## config.mk

```make
export PLATFORM = sky130hd
export DESIGN_NAME = vecgate_rr_scheduler
export DESIGN_NICKNAME = d
export VERILOG_FILES = /design/src/rtl/vecgate_pkg.sv /design/src/rtl/vecgate_alu.sv /design/src/rtl/vecgate_rr_scheduler.sv
export SDC_FILE = /design/constraint.sdc
export NUM_CORES = 1
export LEC_CHECK = 0
export BUFFER_PORTS_ARGS = -buffer_cell sky130_fd_sc_hd__buf_2
export CAP_MARGIN = 30
export CELL_PAD_IN_SITES_DETAIL_PLACEMENT = 1
export CELL_PAD_IN_SITES_GLOBAL_PLACEMENT = 1
export CORE_ASPECT_RATIO = 0.5
export CORE_MARGIN = 2
export CORE_UTILIZATION = 31
export CTS_CLUSTER_SIZE = 12
export DETAILED_ROUTE_END_ITERATION = 8
export PLACE_DENSITY = 0.74
export SETUP_SLACK_MARGIN = 0.2
export SYNTH_ARGS = -nofsm -noshare
export SYNTH_HDL_FRONTEND = slang
export SYNTH_SLANG_ARGS = --single-unit
export TNS_END_PERCENT = 100
```

## constraint.sdc

```tcl
create_clock -name clk -period 3.3 [get_ports clk]
set_input_delay 0 -clock clk [delete_from_list [all_inputs] [get_ports clk]]
set_output_delay 0 -clock clk [all_outputs]
set_load 0.01 [all_outputs]
```

## src/rtl/vecgate_pkg.sv

```systemverilog
// Shared types and the result function for the vector-gate scheduler.
// Widths up to MAX_W are supported by calc_result.
package vecgate_pkg;

   typedef enum logic [1:0] {
      OP_OR_BIT  = 2'd0,
      OP_OR_LOG  = 2'd1,
      OP_AND_BIT = 2'd2,
      OP_NOT_CAT = 2'd3
   } op_e;

   localparam int unsigned DEF_W     = 3;
   localparam int unsigned DEF_RES_W = 2 * DEF_W;
   localparam int unsigned MAX_W     = 32;

   // Operands arrive zero-extended to MAX_W; w is the real operand width.
   function automatic logic [2*MAX_W-1:0] calc_result(input op_e op,
                                                      input logic [MAX_W-1:0] a,
                                                      input logic [MAX_W-1:0] b,
                                                      input int unsigned w);
      logic [2*MAX_W-1:0] r;
      r = '0;
      unique case (op)
         OP_OR_BIT:  r[MAX_W-1:0] = a | b;
         OP_OR_LOG:  r[0] = |(a | b);
         OP_AND_BIT: r[MAX_W-1:0] = a & b;
         OP_NOT_CAT: begin
            for (int unsigned i = 0; i < MAX_W; i++) begin
               if (i < w) begin
                  r[i]     = ~a[i];
                  r[i + w] = ~b[i];
               end
            end
         end
         default:    r = '0;
      endcase
      return r;
   endfunction

endpackage

```

## src/rtl/vecgate_alu.sv

```systemverilog
// Combinational vector-gate unit: (op, a, b) -> zero-extended 2W-bit result.
module vecgate_alu
   import vecgate_pkg::*;
#(
   parameter int unsigned W = DEF_W
) (
   input  op_e            op,
   input  logic [W-1:0]   a,
   input  logic [W-1:0]   b,
   output logic [2*W-1:0] result
);

   logic [2*MAX_W-1:0] full;

   always_comb begin
      full   = calc_result(op, MAX_W'(a), MAX_W'(b), W);
      result = full[2*W-1:0];
   end

endmodule

```

## src/rtl/vecgate_rr_scheduler.sv

```systemverilog
// Round-robin scheduler sharing one vector-gate unit between N_REQ requesters,
// with a single registered, backpressured response slot.
module vecgate_rr_scheduler
   import vecgate_pkg::*;
#(
   parameter  int unsigned N_REQ = 4,
   parameter  int unsigned W     = DEF_W,
   localparam int unsigned IDW   = $clog2(N_REQ)
) (
   input  logic                 clk,
   input  logic                 reset,
   input  logic [N_REQ-1:0]     req_valid,
   output logic [N_REQ-1:0]     req_ready,
   input  logic [2*N_REQ-1:0]   req_op,
   input  logic [W*N_REQ-1:0]   req_a,
   input  logic [W*N_REQ-1:0]   req_b,
   output logic                 rsp_valid,
   input  logic                 rsp_ready,
   output logic [IDW-1:0]       rsp_id,
   output logic [1:0]           rsp_op,
   output logic [2*W-1:0]       rsp_data
);

   logic [IDW-1:0]   ptr;
   logic [IDW-1:0]   ptr_nxt;
   logic [IDW-1:0]   idx;
   logic [IDW-1:0]   grant_id;
   logic [N_REQ-1:0] grant;
   logic             found;
   logic             slot_free;

   op_e              sel_op;
   logic [W-1:0]     sel_a;
   logic [W-1:0]     sel_b;
   logic [2*W-1:0]   alu_res;

   assign slot_free = !rsp_valid || rsp_ready;

   // Rotating priority search starting at ptr; the grant never looks at command data.
   always_comb begin
      grant    = '0;
      grant_id = '0;
      found    = 1'b0;
      idx      = '0;
      if (slot_free) begin
         for (int unsigned k = 0; k < N_REQ; k++) begin
            idx = IDW'((32'(ptr) + k) % N_REQ);
            if (!found && req_valid[idx]) begin
               found      = 1'b1;
               grant[idx] = 1'b1;
               grant_id   = idx;
            end
         end
      end
   end

   assign req_ready = grant;
   assign ptr_nxt   = IDW'((32'(grant_id) + 1) % N_REQ);

   // AND-OR mux keyed on the one-hot grant so unselected inputs cannot leak.
   always_comb begin
      sel_op = OP_OR_BIT;
      sel_a  = '0;
      sel_b  = '0;
      for (int unsigned i = 0; i < N_REQ; i++) begin
         if (grant[i]) begin
            sel_op = op_e'(req_op[2*i +: 2]);
            sel_a  = req_a[W*i +: W];
            sel_b  = req_b[W*i +: W];
         end
      end
   end

   vecgate_alu #(
      .W (W)
   ) u_alu (
      .op     (sel_op),
      .a      (sel_a),
      .b      (sel_b),
      .result (alu_res)
   );

   always_ff @(posedge clk) begin
      if (reset) begin
         rsp_valid <= 1'b0;
         rsp_id    <= '0;
         rsp_op    <= '0;
         rsp_data  <= '0;
         ptr       <= '0;
      end else if (found) begin
         rsp_valid <= 1'b1;
         rsp_id    <= grant_id;
         rsp_op    <= sel_op;
         rsp_data  <= alu_res;
         ptr       <= ptr_nxt;
      end else if (rsp_ready) begin
         rsp_valid <= 1'b0;
      end
   end

endmodule
```

-- Yosys cells after proc, flatten, opt, wreduce, memory -nomap -nowiden
Cells that the tools add are included.
- add/sub/neg operators: 4
- bitwise logic cells: 11
- muxes and demuxes: 53
- equality and inequality tests: 3
- order comparisons: 8
- reduce and logical (&&, ||, !) cells: 15
- operators with widths (operator ; number):
    $mux W4 ; 8
    $reduce_or A32 Y1 ; 1
    $mux W3 ; 8
    $mux W1 ; 18
    $mux W2 ; 9
    $pmux W5 S3 ; 1
    $lt A2 B3 Y1 const B ; 4
    $or A4 B4 Y4 ; 3
    $bmux W1 S2 ; 4
    $demux W1 S2 ; 4
    $ge A2 B1 Y1 const B ; 4
    $logic_and A1 B1 Y1 ; 7
    $not A1 Y1 ; 6
    $add A2 B1 Y2 const B ; 2
    $add A2 B2 Y2 const B ; 2
    $eq A2 B2 Y1 const B ; 2
    $logic_not A1 Y1 ; 4
    $pmux W1 S4 ; 1
    $and A3 B3 Y3 ; 1
    $or A3 B3 Y3 ; 1
    $eq A2 B1 Y1 const B ; 1
    $logic_not A2 Y1 ; 1
    $reduce_bool A2 Y1 ; 1
    $logic_or A1 B1 Y1 ; 1
- register bits: 13

-- Longest topological paths before layout
Gate-level depths: netlist of the first run.
- depth after elaboration: 23
- mapped depth: 14
- depth with buffers taken out: 12

-- Hierarchy
A second synthesis of the first run with hierarchy kept.
- cells, all modules: 194
- area total of the unflattened synthesis: 1396.3 µm²
- by module, submodules not included (module ; cells each ; area an instance (µm²) ; sequential area each (µm²) ; times used):
    vecgate_rr_scheduler ; 177 ; 1300.0 ; 260.2 ; 1
    vecgate_alu ; 17 ; 96.3 ; 0.0 ; 1

-- Least setup slack after synthesis of the first run
OpenSTA, ideal clock, no wires.
- path type: reg2reg
- from: reg ptr[0]
- to: reg rsp_data[1]
- stages on the path, launching flop included: 14
- data arrival time: 3.486 ns
- library setup time: 0.132 ns
- path slack: -0.318 ns
- clock period less this slack: 3.618 ns
- path through: dfxtp_1 buf_6 inv_1 ha_1 buf_2 or3b_1 a2111oi_2 o211ai_1 a221oi_4 a22oi_2 a221o_1 maj3_2 o21ai_1 a21oi_1
- cells in the longest elaborated chain, start to end: 22
- elaborated cells between the ends (all ways): 75
- classes of those cells: add/sub: 3; order compare: 8; eq/ne: 2; mux: 45; bitwise: 6; reduce/logical: 11
- RTL lines (what ; line ; source):
    start: declaration ; vecgate_rr_scheduler.sv:24 ; logic [IDW-1:0] ptr;
    start signal: assignment ; vecgate_rr_scheduler.sv:95 ; ptr <= ptr_nxt;
    branches (longest 22 deep; another with $lt A2 B3 Y1) ; -- ;
    end signal: assignment ; vecgate_rr_scheduler.sv:94 ; rsp_data <= alu_res;
    end: declaration ; vecgate_rr_scheduler.sv:21 ; output logic [2*W-1:0] rsp_data
Several ways; the timed one is not identified. The select of a mux whose other input is x is not followed.
A chain may end at the register's enable or synchronous reset.

-- Final worst setup path of the first run
- from: reg ptr[0]
- to: reg rsp_data[2]
The elaborated chain is that of the path after synthesis.

==> results.py, run 1 <==
metrics = {
    "clock_tree": {
        "number_of_buffers_on_the_longest_clock_path": 2,
        "tritoncts": "done",
        "clock_insertion_delay_worst_skew_ns": 0.24,
        "cts_sinks": 13,
        "number_of_buffers_created_by_cts": 3,
        "clk_pin_slew_ns": 0.06,
        "ctsHtreeMaxLevel": 1,
        "cts.root.buffer_cell": "sky130_fd_sc_hd__clkbuf_8",
        "holdBufCountCts": 0,
    },
    "global_routing": {
        "antenna_found_initial": 0,
        "gr_usage_total_pct": 19.10,
        "globalRoute.totalOverflow": 0,
        "vias_in_the_first_global_route": 1624,
        "grt_first_pass_wirelength_um": 7714,
        "use_met1_pct": 23.34,
        "gr-usage-met3_pct": 4.378,
        "grt_max_degree": 15,
        "grt_most_used_layer": "met2",
        "met2_usage_pct": 34.83,
    },
    "cells_and_area": {
        "antenna_cells": 0,
        "syn_to_final_growth_pct": 48.81,
        "num-nets-final": 290,
        "layout.filler_cells": 529,
        "drive_gt1_share_pct": 48.56,
        "ff_latch_area_um2": 262.8,
        "multi_input_comb_area_mm2": 0.001119,
    },
    "synthesis": {
        "synth.most_common_cell": "sky130_fd_sc_hd__nor2_1",
        "syn-mean-instance-area_um2": 8.216,
        "synth_cell_type_count": 48,
        "count_of_flip_flops_with_a_built_in_enable_after_synthesis": 0,
        "synth_seq_cells": 13,
        "ys_warn_count": 0,
        "async_flop_share_pct": 0,
        "postSynth.topFlopCell": "sky130_fd_sc_hd__dfxtp_1",
        "netlist_top_cells_area": "sky130_fd_sc_hd__dfxtp_1 (19%), sky130_fd_sc_hd__ha_1 (6.4%), sky130_fd_sc_hd__a21oi_1 (4.8%)",
        "area_share_of_the_largest_cell_type_after_synthesis_pct": 19.08,
        "yosysTopAreaCell": "sky130_fd_sc_hd__dfxtp_1",
        "syn_area_mm2": 0.001364,
        "postSynthCellCount": 166,
        "synthesis.nets": 212,
        "synth.top_cells.by_count": "sky130_fd_sc_hd__nor2_1 (15), sky130_fd_sc_hd__a21oi_1 (13), sky130_fd_sc_hd__dfxtp_1 (13), sky130_fd_sc_hd__nand2_1 (13), sky130_fd_sc_hd__inv_1 (12)",
        "synth_sequential_area_ratio_pct": 19.08,
    },
    "timing": {
        "maximum_clock_frequency_mhz": 306.6,
        "number_of_endpoints_failing_setup_at_the_final_stage": 0,
        "grt_setup_unrepaired": "yes",
        "final.setup_skew_ns": 0.001862,
        "timing.setup.tns_ns": 0,
        "timing_hold_violations_final": 0,
        "timing.final.crit_share_pct": 98.82,
        "final_max_slew_viol_count": 0,
        "period_needed_ns": 3.261,
        "tightestPinTransition_ns": 0.7664,
        "timing.max_slew.rel_slack_pct": 47.58,
    },
    "route": {
        "ant_nets": 0,
        "post_drt_wl_per_cell_um": 16.54,
        "detail_route.iter0.violations": 44,
        "drc": 0,
        "drt_pre_antenna_iters": 4,
        "via_count": 1645,
        "finalWirelength_um": 4912,
        "via_per_inst": 5.539,
    },
    "placement": {
        "place_hpwl_um": 3776,
        "routabilityCongestion": 0.8352,
        "io_buffers": 53,
    },
    "floorplan": {
        "floorplan.initialDensity_pct": 33.56,
        "io_pins": 54,
        "fp.dieW_um": 97.80,
        "die_h_um": 50.90,
        "die_area_mm2": 0.004978,
        "core_mm2": 0.004064,
        "placementRows": 16,
    },
    "setup_path": {
        "timing.critical_path.to_type": "flop",
        "kind_of_critical_path": "reg -> reg",
        "critical_path.n_buffers_inverters": 3,
        "max_stage_delay_cell_worst_path": "sky130_fd_sc_hd__a221oi_4",
        "critical_path.max_stage_delay_ns": 0.42,
        "gate_family_responsible_for_the_most_delay_along_the_worst_path": "compound AO/OA/AOI/OAI gates",
        "timing.critical_path.cells": "inv_2 > ha_4 > or3b_4 > a2111oi_4 > buf_4 > o211ai_1 > a221oi_4 > a22oi_2 > a221oi_4 > buf_4 > a211oi_2 > o31a_1",
        "crit_fanout": 6,
        "critPathRequiredTime_ns": 3.43,
        "startpoint_class": "flop",
        "critical_path_arrival_ns": 3.39,
    },
    "pwr": {
        "leakage_nw": 0.9168,
        "power_density_mw_per_mm2": 1176,
        "vdd_drop_max_mv": 0.5997,
        "total_power_mw": 2.387,
    },
    "min_path": {
        "hold_class": "in -> reg",
    },
    "status": {
        "outcome": "finished clean",
    },
    "flow_run": {
        "max_cap_violations": 0,
    },
}
[final timing paths]
check                   start     endpoint  slack, ns  cells past startpoint
hold / removal          reset  rsp_data[4]        0.1                      2
setup reg to reg       ptr[0]  rsp_data[2]       0.04                     12
setup / recovery       ptr[0]  rsp_data[2]       0.04                     12
hold reg to reg   rsp_data[1]  rsp_data[1]       0.47                      2
[worst register-to-register path: stages, from the launching register on]
cell and delay, ns:
sky130_fd_sc_hd__dfxtp_2 0.35, sky130_fd_sc_hd__inv_2 0.06, sky130_fd_sc_hd__ha_4 0.26, sky130_fd_sc_hd__or3b_4 0.38
sky130_fd_sc_hd__a2111oi_4 0.34, sky130_fd_sc_hd__buf_4 0.18, sky130_fd_sc_hd__o211ai_1 0.14, sky130_fd_sc_hd__a221oi_4 0.42
sky130_fd_sc_hd__a22oi_2 0.12, sky130_fd_sc_hd__a221oi_4 0.40, sky130_fd_sc_hd__buf_4 0.18, sky130_fd_sc_hd__a211oi_2 0.03
sky130_fd_sc_hd__o31a_1 0.29
[what timing repair did]
action / 4_1_cts / 5_1_grt
pin swaps: 3 / 12
endpoints found under the setup margin: 8 / 8
gates resized for setup: 16 / 10
buffers inserted: 6 / 7
[final cells by class]
type,instances,share of cell area (%)
timing repair buffer,81,24.17
inverter,12,2.219
tap,54,3.329
clock buffer,4,2.219
multi-input combinational,133,55.12
sequential,13,12.95
[power breakdown]
group          leakage, nW  internal (mW)  switching (mW)
clock               0.0228         0.0853          0.0574
combinational        0.786          0.959            1.02
sequential           0.108          0.225          0.0356
[metrics by stage]
step	cells	hold slack, ns	utilization (%)	instance area [µm²]	worst slack (ns)
2_1_floorplan	166	0.06532	-	1386	-0.1508
3_3_place_gp	280	0.3394	43.93	1785	0.02036
3_5_place_dp	280	0.3442	43.93	1785	-0.1363
4_1_cts	290	0.09103	47.81	1943	0.07642
5_1_grt	297	0.1253	49.94	2029	-0.09629
6_report	297	0.09929	49.94	2029	0.03881
[sequential cells by signal, summed over array words and instances, names as in the netlist]
name,flops
rsp_valid,1
ptr,2
rsp_id,2
rsp_op,2
rsp_data,6
[logic make-up after synthesis]
group,synth area share (%)
adder cells (fa/ha/maj),7.247
buffers and inverters,6.238
AND/OR/NAND/NOR,16.33
AO/OA/AOI/OAI,41.93
flip-flops,19.08
multiplexers,8.532
XOR/XNOR,0.6423
[layout by cell type (no fill, tap or decap), types with 3 or more instances in the layout]
cell                       instances
sky130_fd_sc_hd__a211o_1           4
sky130_fd_sc_hd__a211oi_1          4
sky130_fd_sc_hd__a21o_1            3
sky130_fd_sc_hd__a21oi_1          10
sky130_fd_sc_hd__a21oi_2           3
sky130_fd_sc_hd__a221o_1           4
sky130_fd_sc_hd__a221oi_2          3
sky130_fd_sc_hd__a221oi_4          3
sky130_fd_sc_hd__a22oi_1           5
sky130_fd_sc_hd__a22oi_2           3
sky130_fd_sc_hd__buf_2            53
sky130_fd_sc_hd__buf_4            25
sky130_fd_sc_hd__clkbuf_8          3
sky130_fd_sc_hd__dfxtp_1          11
sky130_fd_sc_hd__ha_1              6
sky130_fd_sc_hd__inv_1            10
sky130_fd_sc_hd__mux2i_1           4
sky130_fd_sc_hd__nand2_1          11
sky130_fd_sc_hd__nand2b_1          3
sky130_fd_sc_hd__nor2_1           14
sky130_fd_sc_hd__o21a_1            3
sky130_fd_sc_hd__o21ai_0           3
sky130_fd_sc_hd__o221ai_1          3
[layer usage]
metal  wire [µm]  share of wire (%)
met4          68                1.4
met3         194                3.9
met5           0                  0
met2        2453                 50
met1        2196                 45
Note: power is estimated with default switching activity, not from simulation.
==> run 2: changes to the inputs <==
Settings changed: CORE_MARGIN 2 to not set.
==> run 2 against run 1 <==
  * First-iteration DRC count increased by 4.5%
  * Critical path depth decreased by 1
  * Combinational power decreased by 3%
  * Worst setup slack improved by 0.11 ns
  * Non-clock buffer count increased by 1
  * Routed wire length increased by 3.1%
  * Critical path type unchanged
==> results.py, run 2 (synthesis gave the netlist of run 1 again) <==
metrics = {
    "global_routing": {
        "grt_max_degree": 15,
        "antenna_found_initial": 0,
        "globalRoute.totalOverflow": 0,
        "gr_usage_total_pct": 22.47,
        "grt_first_pass_wirelength_um": 8107,
        "vias_in_the_first_global_route": 1611,
    },
    "cells_and_area": {
        "most_common_cell_after_layout_fill_and_taps_aside": "sky130_fd_sc_hd__buf_2",
        "stdcell_count": 298,
        "layout.filler_cells": 525,
        "drive_gt1_share_pct": 47.54,
        "num-nets-final": 291,
        "largest_register_ff_count": 6,
        "antenna_cells": 0,
        "most-common-layout-cells": "sky130_fd_sc_hd__buf_2 (53), sky130_fd_sc_hd__buf_4 (26), sky130_fd_sc_hd__nor2_1 (14)",
        "syn_to_final_growth_pct": 49.54,
        "registers.top_by_ff_count": "rsp_data",
    },
    "timing": {
        "timing.max_slew.rel_slack_pct": 50.14,
        "timing.setup.tns_ns": 0,
        "timing.final.crit_share_pct": 95.51,
        "final.setup_skew_ns": 0.004473,
        "tightestPinTransition_ns": 0.7290,
        "final_max_slew_viol_count": 0,
        "grt_setup_unrepaired": "yes",
        "maximum_clock_frequency_mhz": 317.3,
        "period_needed_ns": 3.152,
        "number_of_endpoints_failing_setup_at_the_final_stage": 0,
        "timing_hold_violations_final": 0,
    },
    "pwr": {
        "power.share.sequential_pct": 11.0,
        "power.clock.fraction_pct": 6.5,
        "power.switching_mw": 1.102,
        "vdd_drop_max_mv": 0.4866,
        "sw_frac_of_total_pct": 47.18,
        "share_comb_of_total_power_pct": 82.5,
        "power_density_mw_per_mm2": 1145,
        "internal-power_mw": 1.234,
        "leakage_nw": 0.9333,
    },
    "floorplan": {
        "floorplan.initialDensity_pct": 33.56,
        "placementRows": 16,
        "io_pins": 54,
        "fp.dieW_um": 95.80,
        "die_area_mm2": 0.004685,
        "core_mm2": 0.004064,
        "die_h_um": 48.90,
    },
    "setup_path": {
        "kind_of_critical_path": "reg -> reg",
        "crit_fanout": 9,
        "cpMostUsedCell": "sky130_fd_sc_hd__a221o_1",
        "critical_path.max_stage_delay_ns": 0.53,
        "timing.critical_path.to_type": "flop",
        "max_stage_delay_cell_worst_path": "sky130_fd_sc_hd__mux4_2",
        "critPathRequiredTime_ns": 3.43,
        "startpoint_class": "flop",
        "timing.critical_path.cells": "buf_8 > mux4_2 > a211o_1 > a221o_1 > a221oi_4 > buf_6 > a22oi_2 > a221o_1 > maj3_2 > o21ai_2 > a21oi_1",
        "critical_path_arrival_ns": 3.28,
    },
    "route": {
        "drt_pre_antenna_iters": 4,
        "ant_nets": 0,
        "via_per_inst": 5.463,
        "via_count": 1628,
        "detail_route.iter0.violations": 46,
        "post_drt_wl_per_cell_um": 16.99,
        "drc": 0,
        "finalWirelength_um": 5062,
    },
    "placement": {
        "place_hpwl_um": 3593,
        "post-place-cells": 280,
        "routabilityCongestion": 0.8452,
        "io_buffers": 53,
    },
    "clock_tree": {
        "clk_pin_slew_ns": 0.06,
        "tritoncts": "done",
        "clock_insertion_delay_worst_skew_ns": 0.25,
        "ctsHtreeMaxLevel": 1,
        "number_of_buffers_on_the_longest_clock_path": 2,
        "cts_sinks": 13,
        "cts.root.buffer_cell": "sky130_fd_sc_hd__clkbuf_8",
        "number_of_buffers_created_by_cts": 3,
        "holdBufCountCts": 0,
    },
    "status": {
        "outcome": "finished clean",
    },
    "min_path": {
        "hold_class": "in -> reg",
    },
    "flow_run": {
        "max_cap_violations": 0,
    },
}
run 2: final cells by class:
cell class,instances,area (µm²),share of cell area (%)
tap,54,67.56,3.313
clock buffer,4,45.04,2.209
multi-input combinational,133,1112,54.54
inverter,12,45.04,2.209
timing repair buffer,82,506.7,24.85
sequential,13,262.8,12.88
run 2: power groups by stage:
stage	combinational (mW)	sequential, mW	clock (mW)
3_3_place_gp	1.57	0.253	0
5_1_grt	2.10	0.266	0.164
3_5_place_dp	1.62	0.255	0
6_report	1.93	0.258	0.151
2_1_floorplan	1.10	0.292	0
4_1_cts	1.77	0.258	0.153
run 2: routing by layer:
layer  vias to the layer above  global-route usage, %  share of wire (%)
met5                         -                      0                  0
met4                         0                  3.731               0.55
met3                         5                  3.427                4.4
met2                        41                  38.81                 50
met1                       781                  29.92                 45
li1                        801                      -                  -
run 2: final timing paths:
kind / start / endpoint / slack (ns) / cells past startpoint
worst max register to register: ptr[0] / rsp_data[1] / 0.15 / 11
worst min-delay path: reset / rsp_id[1] / 0.08 / 2
worst max-delay path: ptr[0] / rsp_data[1] / 0.15 / 11
worst min register to register: rsp_data[1] / rsp_data[1] / 0.46 / 2
run 2: worst max-delay path: cells and delay by family (launching register included):
family,cells,cell delay (ns)
flops,1,0.35
fa+ha+maj,1,0.32
mux,1,0.53
compound gates,7,1.51
buf+inv,2,0.30
run 2: stage by stage:
step | cell area (µm²) | hold slack, ns | utilization (%) | setup slack (ns) | total power [mW]
6_report | 2039 | 0.08338 | 50.18 | 0.1482 | 2.335
5_1_grt | 2039 | 0.1140 | 50.18 | 0.02613 | 2.534
4_1_cts | 1937 | 0.08807 | 47.66 | 0.1416 | 2.186
3_5_place_dp | 1785 | 0.3489 | 43.93 | -0.06284 | 1.877
3_3_place_gp | 1785 | 0.3360 | 43.93 | 0.04128 | 1.818
2_1_floorplan | 1386 | 0.06532 | - | -0.1508 | 1.390
run 2: what timing repair did:
action / in CTS / in global routing
buffers inserted: 6 / 8
gates cloned: 0 / 0
setup endpoints to repair: 8 / 6
pin swaps: 8 / 14
resized for setup: 18 / 7
